`config.mk`:
```
export PLATFORM = sky130hd
export DESIGN_NAME = fixed_point_div_flat
export DESIGN_NICKNAME = d
export VERILOG_FILES = /design/src/rtl/fixed_point_pkg.sv /design/src/rtl/fixed_point_div_if.sv /design/src/rtl/fixed_point_saturate.sv /design/src/rtl/fixed_point_div.sv /design/src/flat_wrapper.sv
export SDC_FILE = /design/constraint.sdc
export NUM_CORES = 1
export LEC_CHECK = 0
export CAP_MARGIN = 25
export CORE_ASPECT_RATIO = 1.2
export CORE_UTILIZATION = 29
export CTS_BUF_LIST = sky130_fd_sc_hd__clkbuf_2 sky130_fd_sc_hd__clkbuf_4 sky130_fd_sc_hd__clkbuf_8
export CTS_CLUSTER_SIZE = 12
export DETAILED_ROUTE_END_ITERATION = 8
export PLACE_DENSITY = 0.47
export SLEW_MARGIN = 10
export SYNTH_ARGS = -nofsm -noshare
export SYNTH_HDL_FRONTEND = slang
export SYNTH_HIERARCHICAL = 1
export SYNTH_SLANG_ARGS = --single-unit
```
`constraint.sdc`:
```
create_clock -name clk -period 2.55 [get_ports clk]
set_input_delay 0.51 -clock clk [delete_from_list [all_inputs] [get_ports clk]]
set_output_delay 0.51 -clock clk [all_outputs]
set_load 0.005 [all_outputs]
```
`src/rtl/fixed_point_pkg.sv`:
```
// Shared fixed-point format definitions for the datapath arithmetic blocks
// (divider, multiplier). Values are Q(INT_WIDTH).(FRAC_WIDTH) two's complement
// with one sign bit, WIDTH bits in total.
package fixed_point_pkg;

   localparam int INT_WIDTH  = 8;
   localparam int FRAC_WIDTH = 8;
   localparam int WIDTH      = INT_WIDTH + FRAC_WIDTH + 1;

   typedef logic signed [WIDTH-1:0] fixed_t;

   localparam fixed_t FIXED_MAX = {1'b0, {(WIDTH-1){1'b1}}};
   localparam fixed_t FIXED_MIN = {1'b1, {(WIDTH-1){1'b0}}};

   typedef enum logic [1:0] {
      IDLE = 2'd0,
      CALC = 2'd1,
      FIX  = 2'd2,
      DONE = 2'd3
   } div_state_t;

endpackage

```
`src/rtl/fixed_point_div_if.sv`:
```
// Operand/result handshake bundle for fixed_point_div.
//   in_valid/in_ready/a/b           : operand pair, producer -> divider
//   out_valid/out_ready/result/flags : quotient, divider -> consumer
// slave  : divider side
// master : producer/consumer side
interface fixed_point_div_if #(
   parameter int WIDTH = fixed_point_pkg::WIDTH
);
   logic                    in_valid;
   logic                    in_ready;
   logic signed [WIDTH-1:0] a;
   logic signed [WIDTH-1:0] b;
   logic                    out_valid;
   logic                    out_ready;
   logic signed [WIDTH-1:0] result;
   logic                    overflow;
   logic                    div_by_zero;

   modport slave (
      input  in_valid, a, b, out_ready,
      output in_ready, out_valid, result, overflow, div_by_zero
   );

   modport master (
      output in_valid, a, b, out_ready,
      input  in_ready, out_valid, result, overflow, div_by_zero
   );
endinterface

```
`src/rtl/fixed_point_saturate.sv`:
```
// Combinational signed saturation: applies a sign to an unsigned magnitude and
// clamps to the WIDTH-bit two's-complement range.
//   i_mag      : unsigned magnitude (MAG_W >= WIDTH)
//   i_sign     : 1 = negative
//   o_result   : signed, saturated value
//   o_overflow : magnitude did not fit and was clamped
module fixed_point_saturate
   import fixed_point_pkg::*;
#(
   parameter int WIDTH = fixed_point_pkg::WIDTH,
   parameter int MAG_W = fixed_point_pkg::WIDTH
) (
   input  logic [MAG_W-1:0]        i_mag,
   input  logic                    i_sign,
   output logic signed [WIDTH-1:0] o_result,
   output logic                    o_overflow
);

   localparam logic [MAG_W-1:0] POS_LIM = MAG_W'({1'b0, {(WIDTH-1){1'b1}}});
   localparam logic [MAG_W-1:0] NEG_LIM = MAG_W'({1'b1, {(WIDTH-1){1'b0}}});
   localparam logic signed [WIDTH-1:0] S_MAX = {1'b0, {(WIDTH-1){1'b1}}};
   localparam logic signed [WIDTH-1:0] S_MIN = {1'b1, {(WIDTH-1){1'b0}}};

   logic [WIDTH-1:0] w_mag_lo;

   assign w_mag_lo = i_mag[WIDTH-1:0];

   always_comb begin
      o_overflow = 1'b0;
      if (!i_sign && (i_mag > POS_LIM)) begin
         o_result   = S_MAX;
         o_overflow = 1'b1;
      end else if (i_sign && (i_mag > NEG_LIM)) begin
         o_result   = S_MIN;
         o_overflow = 1'b1;
      end else if (i_sign) begin
         // magnitude 2^(WIDTH-1) negates onto itself, which is exactly S_MIN
         o_result = $signed(~w_mag_lo + 1'b1);
      end else begin
         o_result = $signed(w_mag_lo);
      end
   end

endmodule

```
`src/rtl/fixed_point_div.sv`:
```
// Sequential signed fixed-point divider, result = (a << FRAC_WIDTH) / b.
// Radix-2 restoring division on magnitudes, one quotient bit per clock,
// then sign/saturate. Operands and result move over valid/ready handshakes.
//   clk   : clock, rising edge
//   rst_n : asynchronous active-low reset
//   bus   : fixed_point_div_if.slave (operands in, quotient + flags out)
//
// state | meaning
// IDLE  | in_ready=1, waiting for an operand pair
// CALC  | N restoring iterations, one quotient bit per edge
// FIX   | apply sign, saturate or divide-by-zero value, register outputs
// DONE  | out_valid=1, holding outputs until out_ready
module fixed_point_div
   import fixed_point_pkg::*;
#(
   parameter int INT_WIDTH  = fixed_point_pkg::INT_WIDTH,
   parameter int FRAC_WIDTH = fixed_point_pkg::FRAC_WIDTH,
   parameter int WIDTH      = INT_WIDTH + FRAC_WIDTH + 1
) (
   input logic              clk,
   input logic              rst_n,
   fixed_point_div_if.slave bus
);

   localparam int N  = WIDTH + FRAC_WIDTH;
   localparam int CW = $clog2(N);
   localparam logic [CW-1:0] LAST = CW'(N - 1);
   localparam logic signed [WIDTH-1:0] S_MAX = {1'b0, {(WIDTH-1){1'b1}}};
   localparam logic signed [WIDTH-1:0] S_MIN = {1'b1, {(WIDTH-1){1'b0}}};

   div_state_t r_state, w_state_nxt;

   logic                    r_in_ready, r_out_valid;
   logic                    w_in_ready_nxt, w_out_valid_nxt;
   logic signed [WIDTH-1:0] r_result;
   logic                    r_overflow, r_div_by_zero;

   logic                    r_sign, r_a_neg, r_dz_pend;
   logic [N-1:0]            r_dvd;
   logic [WIDTH-1:0]        r_dvs;
   logic [WIDTH-1:0]        r_rem;
   logic [CW-1:0]           r_cnt;

   logic                    w_accept, w_b_zero;
   logic [WIDTH-1:0]        w_abs_a, w_abs_b;
   logic [WIDTH:0]          w_rem_sh;
   logic                    w_ge;
   logic [WIDTH-1:0]        w_rem_sub;
   logic signed [WIDTH-1:0] w_sat_res;
   logic                    w_sat_ovf;

   assign w_accept = (r_state == IDLE) && bus.in_valid;
   assign w_b_zero = (bus.b == '0);

   // Magnitudes taken as WIDTH-bit unsigned so |-2^(WIDTH-1)| is representable
   assign w_abs_a = bus.a[WIDTH-1] ? (~bus.a + 1'b1) : bus.a;
   assign w_abs_b = bus.b[WIDTH-1] ? (~bus.b + 1'b1) : bus.b;

   // Remainder stays below |b| <= 2^(WIDTH-1); one extra bit covers the shift
   assign w_rem_sh  = {r_rem, r_dvd[N-1]};
   assign w_ge      = (w_rem_sh >= {1'b0, r_dvs});
   assign w_rem_sub = w_rem_sh[WIDTH-1:0] - r_dvs;

   fixed_point_saturate #(
      .WIDTH (WIDTH),
      .MAG_W (N)
   ) u_sat (
      .i_mag      (r_dvd),
      .i_sign     (r_sign),
      .o_result   (w_sat_res),
      .o_overflow (w_sat_ovf)
   );

   always_ff @(posedge clk or negedge rst_n) begin
      if (!rst_n) begin
         r_state     <= IDLE;
         r_in_ready  <= 1'b1;
         r_out_valid <= 1'b0;
      end else begin
         r_state     <= w_state_nxt;
         r_in_ready  <= w_in_ready_nxt;
         r_out_valid <= w_out_valid_nxt;
      end
   end

   always_comb begin
      w_state_nxt = r_state;
      case (r_state)
         IDLE: if (w_accept) w_state_nxt = w_b_zero ? FIX : CALC;
         CALC: if (r_cnt == LAST) w_state_nxt = FIX;
         FIX:  w_state_nxt = DONE;
         DONE: if (bus.out_ready) w_state_nxt = IDLE;
         default: w_state_nxt = IDLE;
      endcase
   end

   always_comb begin
      w_in_ready_nxt  = 1'b0;
      w_out_valid_nxt = 1'b0;
      case (r_state)
         IDLE: w_in_ready_nxt = !w_accept;
         FIX:  w_out_valid_nxt = 1'b1;
         DONE: begin
            w_in_ready_nxt  = bus.out_ready;
            w_out_valid_nxt = !bus.out_ready;
         end
         default: ;
      endcase
   end

   always_ff @(posedge clk or negedge rst_n) begin
      if (!rst_n) begin
         r_sign        <= 1'b0;
         r_a_neg       <= 1'b0;
         r_dz_pend     <= 1'b0;
         r_dvd         <= '0;
         r_dvs         <= '0;
         r_rem         <= '0;
         r_cnt         <= '0;
         r_result      <= '0;
         r_overflow    <= 1'b0;
         r_div_by_zero <= 1'b0;
      end else begin
         case (r_state)
            IDLE: if (w_accept) begin
               r_sign    <= bus.a[WIDTH-1] ^ bus.b[WIDTH-1];
               r_a_neg   <= bus.a[WIDTH-1];
               r_dz_pend <= w_b_zero;
               r_dvd     <= {w_abs_a, {FRAC_WIDTH{1'b0}}};
               r_dvs     <= w_abs_b;
               r_rem     <= '0;
               r_cnt     <= '0;
            end
            CALC: begin
               r_rem <= w_ge ? w_rem_sub : w_rem_sh[WIDTH-1:0];
               r_dvd <= {r_dvd[N-2:0], w_ge};
               r_cnt <= r_cnt + 1'b1;
            end
            FIX: begin
               if (r_dz_pend) begin
                  r_result      <= r_a_neg ? S_MIN : S_MAX;
                  r_overflow    <= 1'b0;
                  r_div_by_zero <= 1'b1;
               end else begin
                  r_result      <= w_sat_res;
                  r_overflow    <= w_sat_ovf;
                  r_div_by_zero <= 1'b0;
               end
            end
            default: ;
         endcase
      end
   end

   assign bus.in_ready    = r_in_ready;
   assign bus.out_valid   = r_out_valid;
   assign bus.result      = r_result;
   assign bus.overflow    = r_overflow;
   assign bus.div_by_zero = r_div_by_zero;

endmodule

```
`src/flat_wrapper.sv`:
```
// flat-port wrapper written by rule: the top's interface ports become plain ports
module fixed_point_div_flat import fixed_point_pkg::*;
#(
   parameter int INT_WIDTH  = fixed_point_pkg::INT_WIDTH,
   parameter int FRAC_WIDTH = fixed_point_pkg::FRAC_WIDTH,
   parameter int WIDTH      = INT_WIDTH + FRAC_WIDTH + 1
)
  (clk, rst_n, bus_in_valid, bus_a, bus_b, bus_out_ready, bus_in_ready, bus_out_valid, bus_result, bus_overflow, bus_div_by_zero);
  fixed_point_div_if #(.WIDTH(WIDTH)) bus_i ();
  input logic clk;
  input logic rst_n;
  input wire logic [$bits(bus_i.in_valid)-1:0] bus_in_valid;
  input wire logic [$bits(bus_i.a)-1:0] bus_a;
  input wire logic [$bits(bus_i.b)-1:0] bus_b;
  input wire logic [$bits(bus_i.out_ready)-1:0] bus_out_ready;
  output wire logic [$bits(bus_i.in_ready)-1:0] bus_in_ready;
  output wire logic [$bits(bus_i.out_valid)-1:0] bus_out_valid;
  output wire logic [$bits(bus_i.result)-1:0] bus_result;
  output wire logic [$bits(bus_i.overflow)-1:0] bus_overflow;
  output wire logic [$bits(bus_i.div_by_zero)-1:0] bus_div_by_zero;
  assign bus_i.in_valid = bus_in_valid;
  assign bus_i.a = bus_a;
  assign bus_i.b = bus_b;
  assign bus_i.out_ready = bus_out_ready;
  assign bus_in_ready = bus_i.in_ready;
  assign bus_out_valid = bus_i.out_valid;
  assign bus_result = bus_i.result;
  assign bus_overflow = bus_i.overflow;
  assign bus_div_by_zero = bus_i.div_by_zero;
  fixed_point_div #(.INT_WIDTH(INT_WIDTH), .FRAC_WIDTH(FRAC_WIDTH), .WIDTH(WIDTH)) u_core (.clk(clk), .rst_n(rst_n), .bus(bus_i));
endmodule
```
# Word level (Yosys, flattened, before mapping)
# Cells that the tools add are included.
# op_classes
n_addsub	5
magnitude_cmp	3
eq_ne	7
muxes	25
n_bitwise	4
n_reduce_logical	12
# op_table
op	n
17-bit two-way mux	9
17-bit by 1-bit adder with 17-bit output, second input constant	3
17-bit NOT	3
25-bit case mux with 2 select lines	1
17-bit case mux with 2 select lines	1
25-bit by 16-bit > comparator with 1-bit output, second input constant	1
25-bit by 17-bit > comparator with 1-bit output, second input constant	1
25-bit two-way mux	1
18-bit by 17-bit >= comparator with 1-bit output	1
17-bit zero test	1
17-bit subtractor	1
5-bit case mux with 2 select lines	1
2-bit two-way mux	4
2-bit case mux with 4 select lines	1
5-bit by 1-bit adder with 5-bit output, second input constant	1
5-bit equality test, second input constant	1
5-bit two-way mux	1
2-bit equality test, second input constant	2
1-bit two-way mux	4
2-bit by 1-bit inequality test with 1-bit output, second input constant	2
1-bit case mux with 2 select lines	2
2-bit AND reduction	2
1-bit logical AND	3
1-bit zero test	3
other kinds (6)	6
# totals
ff_bits	90
in_bits	38
out_inout_bits	21
wordCells	69

# Depth between registers and ports, before layout
# logic_depth
word_depth	6
ltp_mapped	11
depth_no_buf	9

# Cells and area by module
# Netlist, hierarchy kept.
# modules_own_cells
mod	n_inst	cells_per_inst	area_per_inst_um2	seq_area_each_um2
fixed_point_div	1	631	5589.1	2253.4
fixed_point_saturate	1	119	729.4	0.0

# Worst setup path before layout
# No wires, ideal clock.
# synth_timing
path_type	register to register
from	reg u_core.r_dvd[24]
to	reg u_core.r_rem[13]
setup_time_ns	0.095
arrival_time_ns	2.216
required_time_ns	2.455
setup_slack_ns	0.239
path_stages_with_launch	11
n_path_buf	1
synth_period_minus_slack_ns	2.311
path_cell_list	dfrtp_1 > inv_1 > ha_1 > fa_1 > nand2b_1 > a211oi_2 > o31a_1 > o21a_2 > nor2_1 > buf_2 > o31ai_1
# synth_between
elab_chain_len	3
elab_cells_between_ends	4
classes_between	1 x add/sub; 1 x order compare; 2 x mux
# synth_rtl
item	line_no	text
start: declaration	fixed_point_div.sv:39	logic [N-1:0] r_dvd;
start signal: assignment	fixed_point_div.sv:129	r_dvd <= {w_abs_a, {FRAC_WIDTH{1'b0}}};
start signal: assignment	fixed_point_div.sv:136	r_dvd <= {r_dvd[N-2:0], w_ge};
17-bit subtractor or 18-bit by 17-bit >= comparator with 1-bit output (tied branches)	fixed_point_div.sv:62, fixed_point_div.sv:61	
17-bit two-way mux (*)	fixed_point_div.sv:135	r_rem <= w_ge ? w_rem_sub : w_rem_sh[WIDTH-1:0];
17-bit case mux with 2 select lines (*)	fixed_point_div.sv:124	case (r_state)
end signal: assignment	fixed_point_div.sv:135	
end: declaration	fixed_point_div.sv:41	logic [WIDTH-1:0] r_rem;
# Mark *: on every way between the ends. The rest lies on a longest branch, timed or not.
# A chain may end at the register's enable or synchronous reset.

# Final worst setup path
# layout_timing
from	reg u_core.r_dvd[24]
to	reg u_core.r_rem[14]
# The elaborated chain is that of the path after synthesis.

==> flow_metrics.tcl <==
set metrics [dict create \
    status "complete, no violations" \
    intPower_mw 5.51 \
    first_iter_violations 348 \
    fin_nets 915 \
    grt_remaining_overflow 0 \
    syn_inst 750 \
    grt_max_degree 53 \
    top_layer_used "met4" \
    final.min_clock_period_ps 2360 \
    met2_length_mm 8.96 \
    min-delay-path-class "in2async" \
    clkPwrFrac 0.101 \
    worst_pin_slew_ps 577 \
    hpwl_mm 13.5 \
    io_buffer_count 58 \
    viasPerCell 5.28 \
    postCtsHoldBufs 0 \
    cts.clk_slew.worst_paths_ps 100 \
    critPathMaxFanout 6 \
    synth_edf_count 0 \
    synth_common_cells "89 x dfrtp_1, 86 x nand2_1, 73 x a21oi_1" \
    arrival_ps 2610 \
    clockRootBuffer "clkbuf_8" \
    wl_met3_um 638 \
    crit_path_end_kind "register" \
    grt_pass1_vias 5947 \
    dieArea_mm2 0.0224 \
    start_util 0.298 \
    die_x_um 137 \
    routed_wirelength_mm 18.3 \
    clockBufferDepth 2 \
    finalHoldViolCount 0 \
    async_flop_share 1.00 \
    slew_violations 0 \
    worst_setup_path_start_kind "register" \
    max-vdd-ir-drop_mv 0.483 \
    finalInstanceArea_mm2 0.00786 \
    place_ws_ps -103 \
    p_sw_frac 0.470 \
    p_per_area_mw_per_mm2 1320 \
    die_h_um 164 \
    max_freq_mhz 425 \
    htree_num_levels 3 \
    cts_tree "done" \
    multiInputGateArea_mm2 0.00378 \
    clk_latency_ps 380 \
    filler_cell_count 2196 \
    drc 0 \
    p_total_mw 10.4 \
    seqCellArea_mm2 0.00225 \
    ys_warn_count 6 \
    required_ps 2800 \
    worstSetupPathType "reg2reg" \
    finalSetupViolCount 0 \
    combPwrFrac 0.652 \
    core_mm2 0.0212 \
    p_switching_mw 4.89 \
    fin_ws_ps 195 \
    yosys.area.top_type "dfrtp_1" \
    synth.top_cell.area_share 0.352 \
    num_antenna_cells 0 \
    track_usage 0.170 \
    placed_cell_area_mm2 0.00760 \
    routedWlPerCell_um 16.3 \
    skew_ps 7.96 \
    gp_congestion 0.854 \
    synth_area_mm2 0.00632 \
    fin_util 0.371 \
    synth-seq-cells 90 \
    grt_setup_unrepaired "true" \
    period_share 0.924 \
    ios 59 \
    rows 58 \
    layout-area-overhead-vs-synth_pct 24.4 \
    met1_length_mm 8.20 \
    cts_buffers 9 \
    dr.pass1.iters 4 \
    grt_first_pass_wirelength_mm 29.7 \
    antenna_found_initial 0 \
    vias 5937 \
    leakage_nw 3.28 \
    p_seq_frac 0.247 \
    synth-seq-area-share 0.357 \
    drive_gt1_frac 0.138 \
    synth.avg_cell_area_um2 8.42 \
    max_slew_margin 0.612 \
    ys_types 71 \
    ant_nets 0 \
    synth_ff_type "dfrtp_1" \
    synth.area.top_cells "dfrtp_1 35%, a21oi_1 5.8%, ha_1 5.3%, nand2_1 5.1%, o21ai_0 3.7%" \
    cap_violations 0 \
    cts_sinks 90 \
    synth_fp_nets 816 \
    synth.most_common_cell "dfrtp_1" \
]
-- power groups by stage --
stage	logic [mW]	clock network [mW]	registers, mW
floorplan	4.29	0	2.57
global placement	6.58	0	2.58
detailed placement	6.62	0	2.59
CTS	6.66	1.11	2.57
global route	7.53	1.17	2.66
finish	6.77	1.05	2.57
-- critical path, cell delays in order, from the launching register on --
cell and delay (ps):
dfrtp_1 350, inv_1 60, ha_1 210, fa_1 390, nand2b_4 160, a211oi_2 240, o31a_1 210, buf_4 150
o21ai_4 110, a41oi_1 250, o31ai_1 100
-- logic make-up after synthesis --
family	count (synthesis)	share of synthesized area
xor+xnor	42	0.0582
fa+ha+maj	28	0.0566
simple gates	259	0.205
mux	10	0.0174
buf+inv	76	0.0529
flops	90	0.357
compound gates	245	0.253
-- worst paths after layout --
check	start	end	slack [ps]	depth (start not counted)
hold reg to reg	u_core/r_dvs[11]	u_core/r_dvs[11]	490	2
setup / recovery	u_core/r_dvd[24]	u_core/r_rem[14]	190	10
min in group clk	u_core/r_dvs[11]	u_core/r_dvs[11]	490	2
hold / removal	rst_n	u_core/bus.result[6]	100	1
setup reg to reg	u_core/r_dvd[24]	u_core/r_rem[14]	190	10
max in group asynchronous	rst_n	u_core/r_rem[10]	1760	2
-- stage by stage --
step | cells | setup TNS, ps | hold WS, ps
floorplan | 750 | 0 | 214
CTS | 1122 | 0 | 88.5
finish | 1124 | 0 | 104
global route | 1124 | -24.4 | 116
detailed placement | 1106 | -211 | 474
global placement | 1106 | -65.0 | 468
-- what timing repair did --
| action | 4_1_cts | 5_1_grt |
|---|---|---|
| buffers inserted | 0 | 1 |
| gates resized for setup | 0 | 9 |
| endpoints found under the hold margin | 0 | 0 |
| setup endpoints to repair | 0 | 18 |
-- cells in the final DEF, fill, tap and decap left out, types with 4 or more instances in the layout --
cell type / instances
inv_1: 33
o21ai_0: 47
xor2_1: 24
a22o_1: 7
clkbuf_8: 9
clkdlybuf4s50_1: 57
a211o_1: 4
o21a_1: 7
buf_12: 4
a211oi_1: 10
o22ai_1: 16
nor3b_1: 4
o21ai_1: 4
o211ai_1: 12
and2_1: 5
mux2_2: 8
xnor2_1: 18
dfrtp_1: 89
nand4b_1: 5
nor2_1: 50
buf_4: 67
or3_1: 4
nand3_1: 18
nor4_1: 10
a21o_1: 5
nand4_1: 23
a21oi_1: 73
o31a_1: 4
nor3_1: 13
nand2_1: 86
o31ai_1: 15
nand2b_1: 16
a22oi_1: 12
ha_1: 27
nor2b_1: 6
-- routing by layer --
metal,track usage,vias to the layer above
li1,-,2951
met1,0.208,2831
met2,0.292,127
met3,0.0265,28
met4,0.0717,0
met5,0,-
-- state kept, by name, summed over array words and instances, names as in the netlist --
register	flops
u_core/r_state	2
u_core/bus.out_valid	1
u_core/r_rem	17
u_core/r_dz_pend	1
u_core/r_cnt	5
u_core/r_dvd	25
u_core/bus.overflow	1
u_core/bus.result	17
u_core/bus.div_by_zero	1
u_core/r_sign	1
u_core/r_dvs	17
u_core/r_a_neg	1
u_core/bus.in_ready	1
-- area by class of cell --
cell class | count | area share
Multi-Input combinational cell | 585 | 0.480
Sequential cell | 90 | 0.287
Inverter | 34 | 0.0162
Clock buffer | 10 | 0.0167
Clock inverter | 6 | 0.00891
Tap cell | 270 | 0.0430
Timing Repair Buffer | 129 | 0.148
Note: power is estimated with default switching activity, not from simulation.
==> edit, RTL diff (config.mk and constraints unchanged) <==
`INT_WIDTH`: 8 -> 16.
--- a/src/rtl/fixed_point_pkg.sv
+++ b/src/rtl/fixed_point_pkg.sv
@@ -5,3 +5,3 @@
 
-   localparam int INT_WIDTH  = 8;
+   localparam int INT_WIDTH  = 16;
    localparam int FRAC_WIDTH = 8;
Ports: changed (resized bus_a, bus_b and bus_result); port bits go from 59 to 83. The function was not compared with the original's and may differ.
==> edit against the original RTL <==
  * The run now ends with negative setup slack left
  * Clock power is 60% higher
  * Setup slack worse by 0.52 ns
  * Sequential cell count is 33 higher
  * Synthesized area is 34% higher
  * Wire length is 32% higher
  * Critical path depth is 3 higher
  * Global-route usage is 0.069 points higher
  * Total power is 46% higher
  * Design area is 48% higher
  * Largest cell class unchanged
==> edit: results (changes against the original RTL) <==
The number of H-tree levels is 4 (+1). The run finished, with violations left. The run gives 11,000 um2 (+45%) as the standard cell area after detailed placement. The routed length per instance works out to 14.9 um (-8.5%). The slowest stage of the critical path belongs to the cell sky130_fd_sc_hd__dfrtp_1. For the number of optimization iterations in the first detailed-route pass, the log shows 5 (+1).

The global-route wire length before repair came out at 40,000 um (+35%). The number of port buffers works out to 82 (+41%). The final reports fail on negative setup slack.

The flip-flop count of the largest register, all copies and words added was 33 (+32%). For the final net count, the log shows 1,309 (+43%). The logs give -7.13 ns (-7.13 ns) for the setup TNS after final layout and 0.000411 V (-15%) for the worst ir drop on vdd. For the violation count after the first detailed-route iteration, the log shows 300 (-14%). The worst-case setup margin in the final layout is -0.322 ns (-0.517 ns), and the sequential-to-total area share from yosys stat is 36.4% (+0.73 points).

Worst reg-to-reg path cell count: 13 (+3). The overall via count from detail_route is 7,870 (+33%). The tools report the number of setup violations in the final report as 27 (+27). The tools report the weighted congestion reported at the end of routability-driven placement as 0.810 (-5.1%).

The number of different library cells in the post-synthesis netlist was 73 (+2.8%); the half-perimeter wire length after placement was 18,100 um (+34%). The arrival time reported for the critical path endpoint came out at 3.21 ns (+0.60 ns). By area the synthesized netlist is led by sky130_fd_sc_hd__dfrtp_1 (36%), sky130_fd_sc_hd__xor2_1 (6.2%), sky130_fd_sc_hd__o21ai_0 (6.0%). For the latest clock arrival within the worst-skew pair, the log shows 0.46 ns (+0.08 ns).

The static leakage was 0.00517 uW (+58%); the maximum number of pins on one net before global-route repair was 124 (+130%). In this run the critical register-to-register path is launched from u_core/r_dvd[32]. Clock-pin slew on the worst setup and hold paths: 0.08 ns (-0.02 ns).

The post-synth net total is 1,079 (+32%), and the headroom to the max-slew limit is 52.7% (-8.5 points). The overall routing resource usage is 17.0% (+0.069 points). For the internal power summed over all cells, the log shows 8410 uW (+53%). Setup clock skew after layout: 0.0118 ns (+0.00381 ns). The endpoint identified for the worst register-to-register timing path is u_core/r_rem[2]. The CTS buffer count was 17 (+8); the number of global-route vias before repair was 7,986 (+34%).

Ranked by instance count, the synthesized netlist is headed by sky130_fd_sc_hd__dfrtp_1 (122), sky130_fd_sc_hd__nand2_1 (116), sky130_fd_sc_hd__o21ai_0 (101).
edit: cell count changes after synthesis, sizes merged, moves of 16 or more:
cell and change:
dfrtp +33, nand2 +30, xor2 +36, mux2i +24, nor2 +20, clkbuf +16, o21ai +73, a21oi +22
edit: per-stage QoR:
stage	instances	total power, uW	worst slack (ns)	hold WS, ns
after floorplan	989	9530	-0.294	0.214
after global placement	1574	13100	-1.00	0.464
after detailed placement	1574	13100	-1.02	0.468
after CTS	1613	15200	-0.355	0.191
after global routing	1616	16500	-0.456	0.183
final	1616	15100	-0.322	0.151
edit: area by class of cell:
class	count	area (um2)
clock buffers	24	305
clock inverters	7	66.3
fillers	3013	17200
inverters	47	196
multi-input cells	765	5250
flip-flops and latches	123	3080
well taps	385	482
repair buffers	265	2220
edit: worst max-delay path by stage:
| stage | startpoint | endpoint | slack (ns) | cells after the start |
|---|---|---|---|---|
| 6_report | u_core/r_dvd[32] | u_core/r_rem[2] | -0.32 | 13 |
| 5_1_grt | u_core/r_dvd[32] | u_core/r_rem[2] | -0.46 | 13 |
| 4_1_cts | u_core/r_dvd[32] | u_core/r_rem[12] | -0.35 | 13 |
| 3_5_place_dp | bus_b[1] | u_core/r_state[0] | -1.02 | 11 |
| 3_3_place_gp | bus_b[1] | u_core/r_state[0] | -1.00 | 11 |
| 2_1_floorplan | bus_b[1] | u_core/r_state[0] | -0.29 | 10 |
edit: cell families after synthesis:
group / count (synthesis) / share of synthesized area [%]
flip-flops: 123 / 36.4
multiplexers: 30 / 3.65
AND/OR/NAND/NOR: 294 / 17.1
buffers and inverters: 102 / 4.97
adder cells (fa/ha/maj): 36 / 5.41
XOR/XNOR: 92 / 9.52
AO/OA/AOI/OAI: 312 / 22.9
edit: power by group through the flow:
stage / clock network, uW / registers, uW / logic [uW]
after floorplan: 0 / 3380 / 6150
after CTS: 1750 / 3390 / 10100
final: 1680 / 3390 / 10100
after global routing: 1830 / 3490 / 11200
after global placement: 0 / 3410 / 9670
after detailed placement: 0 / 3420 / 9700
edit: layer usage:
layer / vias to the layer above / share of wire, % / routed length (um) / track usage, %
met3: 28 / 2.1 / 499 / 2.56
li1: 3989 / - / - / -
met1: 3746 / 42 / 10100 / 19.2
met4: 0 / 2.1 / 505 / 6.29
met5: - / 0 / 0 / 0
met2: 107 / 54 / 12900 / 31.8
edit: repair_timing:
item / 4_1_cts / 5_1_grt
hold buffers: 0 / 0
gates cloned: 3 / 0
resized for setup: 74 / 15
buffers inserted: 5 / 3
pin swaps: 27 / 10
endpoints found under the setup margin: 43 / 58
